`src/rtl/cmt_usart_fifo_bridge.sv`:
```
// -----------------------------------------------------------------------------
// cmt_usart_fifo_bridge
//
// 8251-style CMT USART register block between the Z80 I/O decode
// (data port 20h, control port 21h) and the Nios2 CMT driver.
//   - TX FIFO: Z80 data writes -> Nios2 reads
//   - RX FIFO: Nios2 writes    -> Z80 data reads
//   - Mode/command sequencing, sticky overrun flag (OE), fill levels and an
//     internal reset command (IR) that flushes both FIFOs.
//
// Ports
//   I_CLK, I_RST          clock, asynchronous active-high reset
//   I_DATA_EN             Z80 data port select (level)
//   I_CONTROL_EN          Z80 control port select (level)
//   I_WE, I_RD            Z80 write / read qualifiers (level)
//   I_DATA                Z80 write data
//   O_DATA                RX FIFO byte returned on a Z80 data read
//   O_CONTROL_DATA        status byte returned on a Z80 control read
//   O_MODE                last mode byte written
//   I_MCU_WR, I_MCU_RD    Nios2 RX push / TX pop, one-cycle pulses
//   I_MCU_DATA            Nios2 write data
//   O_MCU_DATA            TX FIFO byte returned on a Nios2 read
//   O_TX_LEVEL/O_RX_LEVEL FIFO occupancy, 0..depth
//   O_CMT_SAVE/O_CMT_LOAD command bits TXEN / RXE
// -----------------------------------------------------------------------------
module cmt_usart_fifo_bridge #(
    parameter int DATA_W = 8,
    parameter int TX_AW  = 4,
    parameter int RX_AW  = 4
) (
    input  logic              I_CLK,
    input  logic              I_RST,
    input  logic              I_DATA_EN,
    input  logic              I_CONTROL_EN,
    input  logic              I_WE,
    input  logic              I_RD,
    input  logic [DATA_W-1:0] I_DATA,
    output logic [DATA_W-1:0] O_DATA,
    output logic [7:0]        O_CONTROL_DATA,
    output logic [7:0]        O_MODE,
    input  logic              I_MCU_WR,
    input  logic              I_MCU_RD,
    input  logic [DATA_W-1:0] I_MCU_DATA,
    output logic [DATA_W-1:0] O_MCU_DATA,
    output logic [TX_AW:0]    O_TX_LEVEL,
    output logic [RX_AW:0]    O_RX_LEVEL,
    output logic              O_CMT_SAVE,
    output logic              O_CMT_LOAD
);

    localparam int TX_DEPTH = 1 << TX_AW;
    localparam int RX_DEPTH = 1 << RX_AW;
    localparam logic [TX_AW:0] TX_FULL_LVL = {1'b1, {TX_AW{1'b0}}};
    localparam logic [RX_AW:0] RX_FULL_LVL = {1'b1, {RX_AW{1'b0}}};

    typedef enum logic {
        ST_MODE = 1'b0,
        ST_CMD  = 1'b1
    } state_t;

    // Z80 access capture
    logic              data_en_reg, data_en_dly_reg;
    logic              ctrl_en_reg, ctrl_en_dly_reg;
    logic              acc_we_reg, acc_rd_reg;
    logic [DATA_W-1:0] acc_data_reg;

    // Control / output registers
    state_t            state_reg, state_next;
    logic [7:0]        mode_reg, mode_next;
    logic              txen_reg, txen_next;
    logic              rxe_reg, rxe_next;
    logic              oe_reg, oe_next;
    logic [7:0]        ctrl_data_reg, ctrl_data_next;
    logic [DATA_W-1:0] data_out_reg, data_out_next;
    logic [DATA_W-1:0] mcu_data_reg, mcu_data_next;

    // FIFO state
    logic [DATA_W-1:0] tx_mem [TX_DEPTH];
    logic [DATA_W-1:0] rx_mem [RX_DEPTH];
    logic [TX_AW-1:0]  tx_wr_ptr_reg, tx_wr_ptr_next, tx_rd_ptr_reg, tx_rd_ptr_next;
    logic [RX_AW-1:0]  rx_wr_ptr_reg, rx_wr_ptr_next, rx_rd_ptr_reg, rx_rd_ptr_next;
    logic [TX_AW:0]    tx_level_reg, tx_level_next;
    logic [RX_AW:0]    rx_level_reg, rx_level_next;

    // Combinational helpers
    logic       data_fire, ctrl_fire;
    logic       tx_full, tx_empty, rx_full, rx_empty;
    logic       tx_push, tx_pop, rx_push, rx_pop;
    logic       rx_overrun, flush, er_clear;
    logic       tx_wr_en, rx_wr_en;
    logic [7:0] status;

    // An access is acted on once: the cycle after the registered select
    // falls, i.e. when the delayed copy is still high but the first is low.
    assign data_fire = data_en_dly_reg & ~data_en_reg;
    assign ctrl_fire = ctrl_en_dly_reg & ~ctrl_en_reg;

    assign tx_full  = (tx_level_reg == TX_FULL_LVL);
    assign tx_empty = (tx_level_reg == '0);
    assign rx_full  = (rx_level_reg == RX_FULL_LVL);
    assign rx_empty = (rx_level_reg == '0);

    assign status = {3'b000, oe_reg, 1'b0, tx_empty, ~rx_empty, txen_reg & ~tx_full};

    always_comb begin
        state_next     = state_reg;
        mode_next      = mode_reg;
        txen_next      = txen_reg;
        rxe_next       = rxe_reg;
        oe_next        = oe_reg;
        ctrl_data_next = ctrl_data_reg;
        data_out_next  = data_out_reg;
        mcu_data_next  = mcu_data_reg;
        flush          = 1'b0;
        er_clear       = 1'b0;

        // Full/empty come from start-of-cycle levels, so a pop never frees
        // room for a same-cycle push and a push never feeds a same-cycle pop.
        tx_push    = data_fire & acc_we_reg & ~tx_full;
        tx_pop     = I_MCU_RD & ~tx_empty;
        rx_push    = I_MCU_WR & rxe_reg & ~rx_full;
        rx_pop     = data_fire & acc_rd_reg & ~rx_empty;
        rx_overrun = I_MCU_WR & rxe_reg & rx_full;

        case (state_reg)
            ST_MODE: begin
                if (ctrl_fire && acc_we_reg) begin
                    mode_next  = acc_data_reg[7:0];
                    state_next = ST_CMD;
                end
            end
            ST_CMD: begin
                if (ctrl_fire && acc_we_reg) begin
                    if (acc_data_reg[6]) begin
                        flush      = 1'b1;
                        state_next = ST_MODE;
                        txen_next  = 1'b0;
                        rxe_next   = 1'b0;
                    end else begin
                        txen_next = acc_data_reg[0];
                        rxe_next  = acc_data_reg[2];
                        er_clear  = acc_data_reg[4];
                    end
                end
            end
            default: state_next = ST_MODE;
        endcase

        // Internal reset beats a new overrun; a new overrun beats ER.
        if (flush) begin
            oe_next = 1'b0;
        end else if (rx_overrun) begin
            oe_next = 1'b1;
        end else if (er_clear) begin
            oe_next = 1'b0;
        end

        if (ctrl_fire && acc_rd_reg) begin
            ctrl_data_next = status;
        end

        if (data_fire && acc_rd_reg) begin
            data_out_next = rx_empty ? '0 : rx_mem[rx_rd_ptr_reg];
        end

        if (I_MCU_RD) begin
            mcu_data_next = tx_empty ? '0 : tx_mem[tx_rd_ptr_reg];
        end

        tx_wr_en = tx_push & ~flush;
        rx_wr_en = rx_push & ~flush;

        if (flush) begin
            tx_wr_ptr_next = '0;
            tx_rd_ptr_next = '0;
            tx_level_next  = '0;
            rx_wr_ptr_next = '0;
            rx_rd_ptr_next = '0;
            rx_level_next  = '0;
        end else begin
            tx_wr_ptr_next = tx_push ? tx_wr_ptr_reg + 1'b1 : tx_wr_ptr_reg;
            tx_rd_ptr_next = tx_pop  ? tx_rd_ptr_reg + 1'b1 : tx_rd_ptr_reg;
            tx_level_next  = tx_level_reg + {{TX_AW{1'b0}}, tx_push}
                                          - {{TX_AW{1'b0}}, tx_pop};
            rx_wr_ptr_next = rx_push ? rx_wr_ptr_reg + 1'b1 : rx_wr_ptr_reg;
            rx_rd_ptr_next = rx_pop  ? rx_rd_ptr_reg + 1'b1 : rx_rd_ptr_reg;
            rx_level_next  = rx_level_reg + {{RX_AW{1'b0}}, rx_push}
                                          - {{RX_AW{1'b0}}, rx_pop};
        end
    end

    always_ff @(posedge I_CLK or posedge I_RST) begin
        if (I_RST) begin
            data_en_reg     <= 1'b0;
            data_en_dly_reg <= 1'b0;
            ctrl_en_reg     <= 1'b0;
            ctrl_en_dly_reg <= 1'b0;
            acc_we_reg      <= 1'b0;
            acc_rd_reg      <= 1'b0;
            acc_data_reg    <= '0;
            state_reg       <= ST_MODE;
            mode_reg        <= '0;
            txen_reg        <= 1'b0;
            rxe_reg         <= 1'b0;
            oe_reg          <= 1'b0;
            ctrl_data_reg   <= '0;
            data_out_reg    <= '0;
            mcu_data_reg    <= '0;
            tx_wr_ptr_reg   <= '0;
            tx_rd_ptr_reg   <= '0;
            tx_level_reg    <= '0;
            rx_wr_ptr_reg   <= '0;
            rx_rd_ptr_reg   <= '0;
            rx_level_reg    <= '0;
        end else begin
            data_en_reg     <= I_DATA_EN;
            data_en_dly_reg <= data_en_reg;
            ctrl_en_reg     <= I_CONTROL_EN;
            ctrl_en_dly_reg <= ctrl_en_reg;
            // Qualifiers are sampled throughout the strobe; the last
            // sample before the select drops is the one acted on.
            if (I_DATA_EN || I_CONTROL_EN) begin
                acc_we_reg   <= I_WE;
                acc_rd_reg   <= I_RD;
                acc_data_reg <= I_DATA;
            end
            state_reg       <= state_next;
            mode_reg        <= mode_next;
            txen_reg        <= txen_next;
            rxe_reg         <= rxe_next;
            oe_reg          <= oe_next;
            ctrl_data_reg   <= ctrl_data_next;
            data_out_reg    <= data_out_next;
            mcu_data_reg    <= mcu_data_next;
            tx_wr_ptr_reg   <= tx_wr_ptr_next;
            tx_rd_ptr_reg   <= tx_rd_ptr_next;
            tx_level_reg    <= tx_level_next;
            rx_wr_ptr_reg   <= rx_wr_ptr_next;
            rx_rd_ptr_reg   <= rx_rd_ptr_next;
            rx_level_reg    <= rx_level_next;
        end
    end

    // Storage arrays carry no reset; only pointers and levels define content.
    always_ff @(posedge I_CLK) begin
        if (tx_wr_en) begin
            tx_mem[tx_wr_ptr_reg] <= acc_data_reg;
        end
        if (rx_wr_en) begin
            rx_mem[rx_wr_ptr_reg] <= I_MCU_DATA;
        end
    end

    assign O_DATA         = data_out_reg;
    assign O_CONTROL_DATA = ctrl_data_reg;
    assign O_MODE         = mode_reg;
    assign O_MCU_DATA     = mcu_data_reg;
    assign O_TX_LEVEL     = tx_level_reg;
    assign O_RX_LEVEL     = rx_level_reg;
    assign O_CMT_SAVE     = txen_reg;
    assign O_CMT_LOAD     = rxe_reg;

endmodule
```
`config.mk`:
```
export PLATFORM = sky130hd
export DESIGN_NAME = cmt_usart_fifo_bridge
export DESIGN_NICKNAME = d
export VERILOG_FILES = /design/src/rtl/cmt_usart_fifo_bridge.sv
export SDC_FILE = /design/constraint.sdc
export NUM_CORES = 1
export LEC_CHECK = 0
export ABC_AREA = 1
export CORE_MARGIN = 5
export CORE_UTILIZATION = 50
export CTS_BUF_LIST = sky130_fd_sc_hd__clkbuf_8
export DETAILED_ROUTE_END_ITERATION = 10
export PLACE_DENSITY = 0.82
export SYNTH_ARGS = -nofsm -noshare
export SYNTH_HDL_FRONTEND = slang
export SYNTH_SLANG_ARGS = --single-unit
```
`constraint.sdc`:
```
create_clock -name I_CLK -period 2.4 [get_ports I_CLK]
set_input_delay 0.48 -clock I_CLK [delete_from_list [all_inputs] [get_ports I_CLK]]
set_output_delay 0.48 -clock I_CLK [all_outputs]
set_load 0.02 [all_outputs]
```
# Word level (Yosys, flattened, before mapping)
# Memory sizes are Yosys's and may differ from the RTL's.
# Cells that the tools add are included.
[word_totals]
ff_bits = 72
latchBits = 0
ram_bits = 256
rom_bits = 0
input_bits = 24
out_inout_bits = 44
wordCells = 98
mem_count = 2
[classes]
add_sub_neg = 8
n_mul = 0
n_div = 0
magnitude_cmp = 0
n_eq_ne = 2
n_shift = 0
n_mux = 31
n_bitwise = 21
reduce_logical = 13
[mem_list]
columns = ["memory", "words", "word_bits", "rd", "rd_ports_with_merged_regs", "write_ports", "line_no", "source"]
rows = [
  ["rx_mem", 16, 8, 1, 0, 1, "79", "logic [DATA_W-1:0] rx_mem [RX_DEPTH];"],
  ["tx_mem", 16, 8, 1, 0, 1, "78", "logic [DATA_W-1:0] tx_mem [TX_DEPTH];"],
]
[ops]
columns = ["operator", "n"]
rows = [
  ["$mux W4", 8],
  ["$mux W1", 18],
  ["$add A4 B1 Y4 const B", 4],
  ["$mux W8", 2],
  ["$and A1 B1 Y1", 13],
  ["$add A5 B1 Y5", 2],
  ["$eq A5 B5 Y1 const B", 2],
  ["$logic_not A5 Y1", 2],
  ["$mux W5", 2],
  ["$sub A5 B1 Y5", 2],
  ["$not A1 Y1", 8],
  ["$reduce_bool A2 Y1", 4],
  ["$reduce_and A2 Y1", 2],
  ["$logic_and A1 B1 Y1", 3],
  ["$reduce_bool A3 Y1", 1],
  ["$pmux W1 S2", 1],
  ["$logic_or A1 B1 Y1", 1],
]

# Logic depth before layout (Yosys ltp)
[depth]
word_depth = 9
mapped_depth = 16
depth_no_buf = 15

# Least setup slack after synthesis
# Ideal clock, no wire load.
[synth_path]
path_kind = "reg-to-reg"
startpoint = "register tx_level_reg[2] (netlist: O_TX_LEVEL[2])"
endpoint = "register tx_level_reg[4] (netlist: O_TX_LEVEL[4])"
setup_time_ns = 0.077
arrival_ns = 2.486
t_required_ns = 2.323
slack_ns = -0.164
stages_incl_launch_ff = 17
n_path_buf = 1
period_less_slack_ns = 2.564
path_cell_list = "dfrtp_1 -> inv_1 -> ha_1 -> nand4_1 -> nand2_1 -> inv_1 -> buf_2 -> ha_1 -> inv_1 -> ha_1 -> inv_1 -> fa_1 -> inv_1 -> a21oi_1 -> o21bai_1 -> o21ai_1 -> a21oi_1"
[synth_between]
elab_chain_len = 6
word_cells_on_any_way = 9
cone_classes = "add/sub (2); eq/ne (1); mux (1); bitwise (4); reduce/logical (1)"
[synth_rtl]
columns = ["item", "line_no", "source"]
rows = [
  ["from (decl)", "82", "logic [TX_AW:0] tx_level_reg, tx_level_next;"],
  ["from (signal assigned)", "237", "tx_level_reg <= tx_level_next;"],
  ["$eq A5 B5 Y1", "98", "assign tx_full = (tx_level_reg == TX_FULL_LVL);"],
  ["$not A1 Y1", "119", "tx_push = data_fire & acc_we_reg & ~tx_full;"],
  ["$and A1 B1 Y1", "119", ""],
  ["$add A5 B1 Y5", "183", "tx_level_next = tx_level_reg + {{TX_AW{1'b0}}, tx_push}"],
  ["$sub A5 B1 Y5 (*)", "184", "- {{TX_AW{1'b0}}, tx_pop};"],
  ["$mux W5 (*)", "173", "if (flush) begin"],
  ["via tx_level_next[4]", "82", ""],
]
# The timed path passes the listed nets; every way through them passes the cells marked *.
# A chain may end at the register's enable or synchronous reset.

# Worst setup path after layout
[layout_path]
startpoint = "register rx_level_reg[3] (netlist: O_RX_LEVEL[3])"
endpoint = "register rx_level_reg[4] (netlist: O_RX_LEVEL[4])"
[layout_between]
elab_chain_len = 6
word_cells_on_any_way = 9
cone_classes = "add/sub (2); eq/ne (1); mux (1); bitwise (4); reduce/logical (1)"
[layout_rtl]
columns = ["item", "line_no", "source"]
rows = [
  ["from (decl)", "83", "logic [RX_AW:0] rx_level_reg, rx_level_next;"],
  ["from (signal assigned)", "240", "rx_level_reg <= rx_level_next;"],
  ["$eq A5 B5 Y1", "100", "assign rx_full = (rx_level_reg == RX_FULL_LVL);"],
  ["$not A1 Y1", "121", "rx_push = I_MCU_WR & rxe_reg & ~rx_full;"],
  ["$and A1 B1 Y1", "121", ""],
  ["$add A5 B1 Y5", "187", "rx_level_next = rx_level_reg + {{RX_AW{1'b0}}, rx_push}"],
  ["$sub A5 B1 Y5 (*)", "188", "- {{RX_AW{1'b0}}, rx_pop};"],
  ["$mux W5 (*)", "173", ""],
  ["via rx_level_next[4]", "83", ""],
]
# Marks and branches as above.

==> key figures <==
Clock tree
  • Clk Latency, worst-skew pair: 0.59 ns
  • Num CTS Buffers: 50
  • H-tree levels: 2
  • CTS root buf: clkbuf_8
  • Clock sink count: 328
  • CTS tree: done
  • CTS max path bufs: 3
  • Hold-fix buffers, CTS: 0
  • CTS clk-pin slew, worst paths: 0.07 ns

Timing
  • Final Max Tran Viols: 0
  • Final hold vios: 0
  • Final setup viols: 4
  • Slew Limit Headroom: 50.1%
  • Final critical-path setup slack: -0.0779 ns
  • Setup tns final: -0.129 ns
  • Slew @ Worst Pin: 0.746 ns
  • Fmax: 0.404 GHz
  • Layout Skew: 0.0476 ns
  • RSZ-0062 raised after global routing: yes
  • Final Cycle Share: 103%
  • Period minus WS final: 2.48 ns

Placed design
  • Port bufs: 63
  • Gpl congestion: 0.868
  • Post-DP HPWL: 21.9 mm
  • Post-Place Setup Slack: -0.278 ns

Critical path
  • CP required: 2.86 ns
  • R2R depth: 15
  • Crit path DAT: 2.94 ns
  • Crit Path Class: reg2reg
  • Worst Setup Start Kind: flop
  • Reg2reg start: O_RX_LEVEL[3]
  • Reg-to-reg endpoint: O_RX_LEVEL[4]
  • Crit Path Max Fanout: 3
  • CP Capture Type: flop
  • R2r setup slk: -0.08 ns

Global route
  • Largest net degree at the start of global routing: 67
  • GR Overflow Total: 0
  • First-pass GRT wire length: 53.4 mm
  • Total GRT Usage: 21.4%
  • Initial antenna violation count: 0
  • Number of global-route vias before repair: 10100

Logic synthesis
  • Post-synth EDFFs: 256
  • Synth Area per Inst: 10.4 um2
  • Synth Area in Adders: 2.23%
  • Synth Area in XOR/XNOR: 0.309%
  • Synthesized flop and latch total: 328
  • Mux cell area share after synthesis: 0.238%
  • Synth warnings: 0
  • Commonest register cell after synthesis: edfxtp_1
  • Sequential element share of the synthesized area: 67.0%
  • Post-synthesis cell count: 1358
  • Ys async rst share: 22.0%
  • Netlist Area Pre-Place: 14200 um2
  • Synth Area in Simple Gates: 20.1%
  • Library cells used by synthesis: 35
  • Post-synthesis compound-gate area fraction: 2.86%
  • Main combinational cell family by area after synthesis: simple AND/OR/NAND/NOR gates

Outcome
  • Failing checks: negative setup slack
  • Status: finished, violations left

Flow run
  • Max cap viols: 0

Finish
  • Commonest non-fill, non-tap cell in the layout: nand2_1
  • Final core utilization: 60.0%
  • Highest-count cells in the layout ignoring fill and taps: nand2_1 (403), edfxtp_1 (256), inv_1 (187)
  • Final net count: 1564
  • Synth-to-layout area growth: 18.1%
  • Diodes inserted: 0
  • Share of post-route cells with drive strength above 1: 13.1%
  • Largest registers: rx_mem: 128 flops, tx_mem: 128 flops
  • Fill cell count: 2079

Route
  • Drt initial violations: 1117
  • WL per Instance: 17.7 um
  • Drt drc: 0
  • Final WL: 34.2 mm
  • DRT Pass-1 Iters: 5
  • Post-route ant nets: 0
  • DR vias/cell: 5.39
  • Vias post-DR: 10400

Hold path
  • Tightest Hold Check Type: in2async

Die
  • Die Wd: 178 um
  • Die Area: 31800 um2
  • Row Count: 61
  • Core area: 27900 um2
  • DIE HEIGHT: 178 um
  • Initial core utilization: 50.9%
  • Top-Level Pins: 68

Power
  • P per Cell Area: 1060 nW/um2
  • P_leak: 0.00726 uW
  • Peak supply drop: 0.580 mV
[cells by family after synthesis]
group / Yosys count
AOI/OAI and AO/OA: 74
xor gates and xnor gates: 5
adders and majority gates: 24
buffers and inverters: 241
DFF: 328
muxes: 3
other: 1
and+or+nand+nor: 682
[timing repair]
| action | 4_1_cts | 5_1_grt |
|---|---|---|
| pin swaps | 7 | 13 |
| endpoints found under the setup margin | 2 | 8 |
| gates resized for setup | 7 | 21 |
| setup buffers | 22 | 8 |
[worst max-delay path by stage]
stage,startpoint,end,cells after the start
after global routing,O_RX_LEVEL[3],O_RX_LEVEL[4],15
after detailed placement,I_MCU_RD,O_TX_LEVEL[4],13
final,O_RX_LEVEL[3],O_RX_LEVEL[4],15
after floorplan,O_TX_LEVEL[2],O_TX_LEVEL[4],16
after global placement,I_MCU_WR,O_RX_LEVEL[4],14
after CTS,O_RX_LEVEL[2],O_RX_LEVEL[4],15
[cell type report]
| cell class | count | area [um2] | share of cell area, % |
|---|---|---|---|
| clock buffer | 52 | 716 | 4.28 |
| clock inverter | 39 | 166 | 0.995 |
| inverter | 186 | 709 | 4.24 |
| multi-input combinational | 792 | 3770 | 22.5 |
| sequential | 328 | 9500 | 56.8 |
| tap | 378 | 473 | 2.83 |
| timing repair buffer | 158 | 1390 | 8.33 |
[worst max-delay path, cell delays in order (launching register included)]
cell and delay, ns:
dfrtp_2 0.41, inv_2 0.08, ha_4 0.14, nand4_1 0.14, nand2_2 0.12, inv_2 0.06, ha_4 0.21, inv_2 0.06
ha_4 0.12, inv_2 0.04, fa_2 0.38, inv_2 0.10, a21oi_2 0.07, o21bai_1 0.21, o21ai_1 0.10, a21oi_1 0.16
[report_power, final]
group          switching, uW  internal [uW]  leakage, uW
Clock                   2090           2010     0.000544
Combinational           3950           2310      0.00355
Sequential               582           6760      0.00317
[synth_stat cells, types with 5 or more instances]
cell | number | area, um2
a21oi_1 | 24 | 120
buf_2 | 28 | 140
buf_4 | 11 | 82.6
buf_6 | 5 | 56.3
clkbuf_1 | 9 | 33.8
dfrtp_1 | 72 | 1800
edfxtp_1 | 256 | 7690
ha_1 | 22 | 275
inv_1 | 174 | 653
inv_2 | 10 | 37.5
nand2_1 | 406 | 1520
nand3_1 | 172 | 861
nand3b_1 | 8 | 60.1
nand4_1 | 9 | 56.3
nor2_1 | 80 | 300
o211ai_1 | 8 | 60.1
o21ai_0 | 25 | 125
o21ai_1 | 11 | 55.1
[per-layer routing]
layer,vias up,wire (um),GRT usage (%),part of all wire [%]
met5,-,0,0,0
met2,574,16900,36.0,49
li1,4759,-,-,-
met1,4962,13000,28.0,38
met3,122,2980,3.43,8.7
met4,0,1370,8.38,4.0
[through the flow]
step	power [uW]	cell area [um2]	hold WS (ns)	cells
final	17700	16700	0.306	1933
after global routing	18700	16700	0.343	1933
after CTS	17400	16600	0.313	1926
after detailed placement	13200	15500	0.360	1813
after global placement	13000	15500	0.358	1813
after floorplan	11100	14200	0.354	1361
Power figures use the tool's default switching activity.
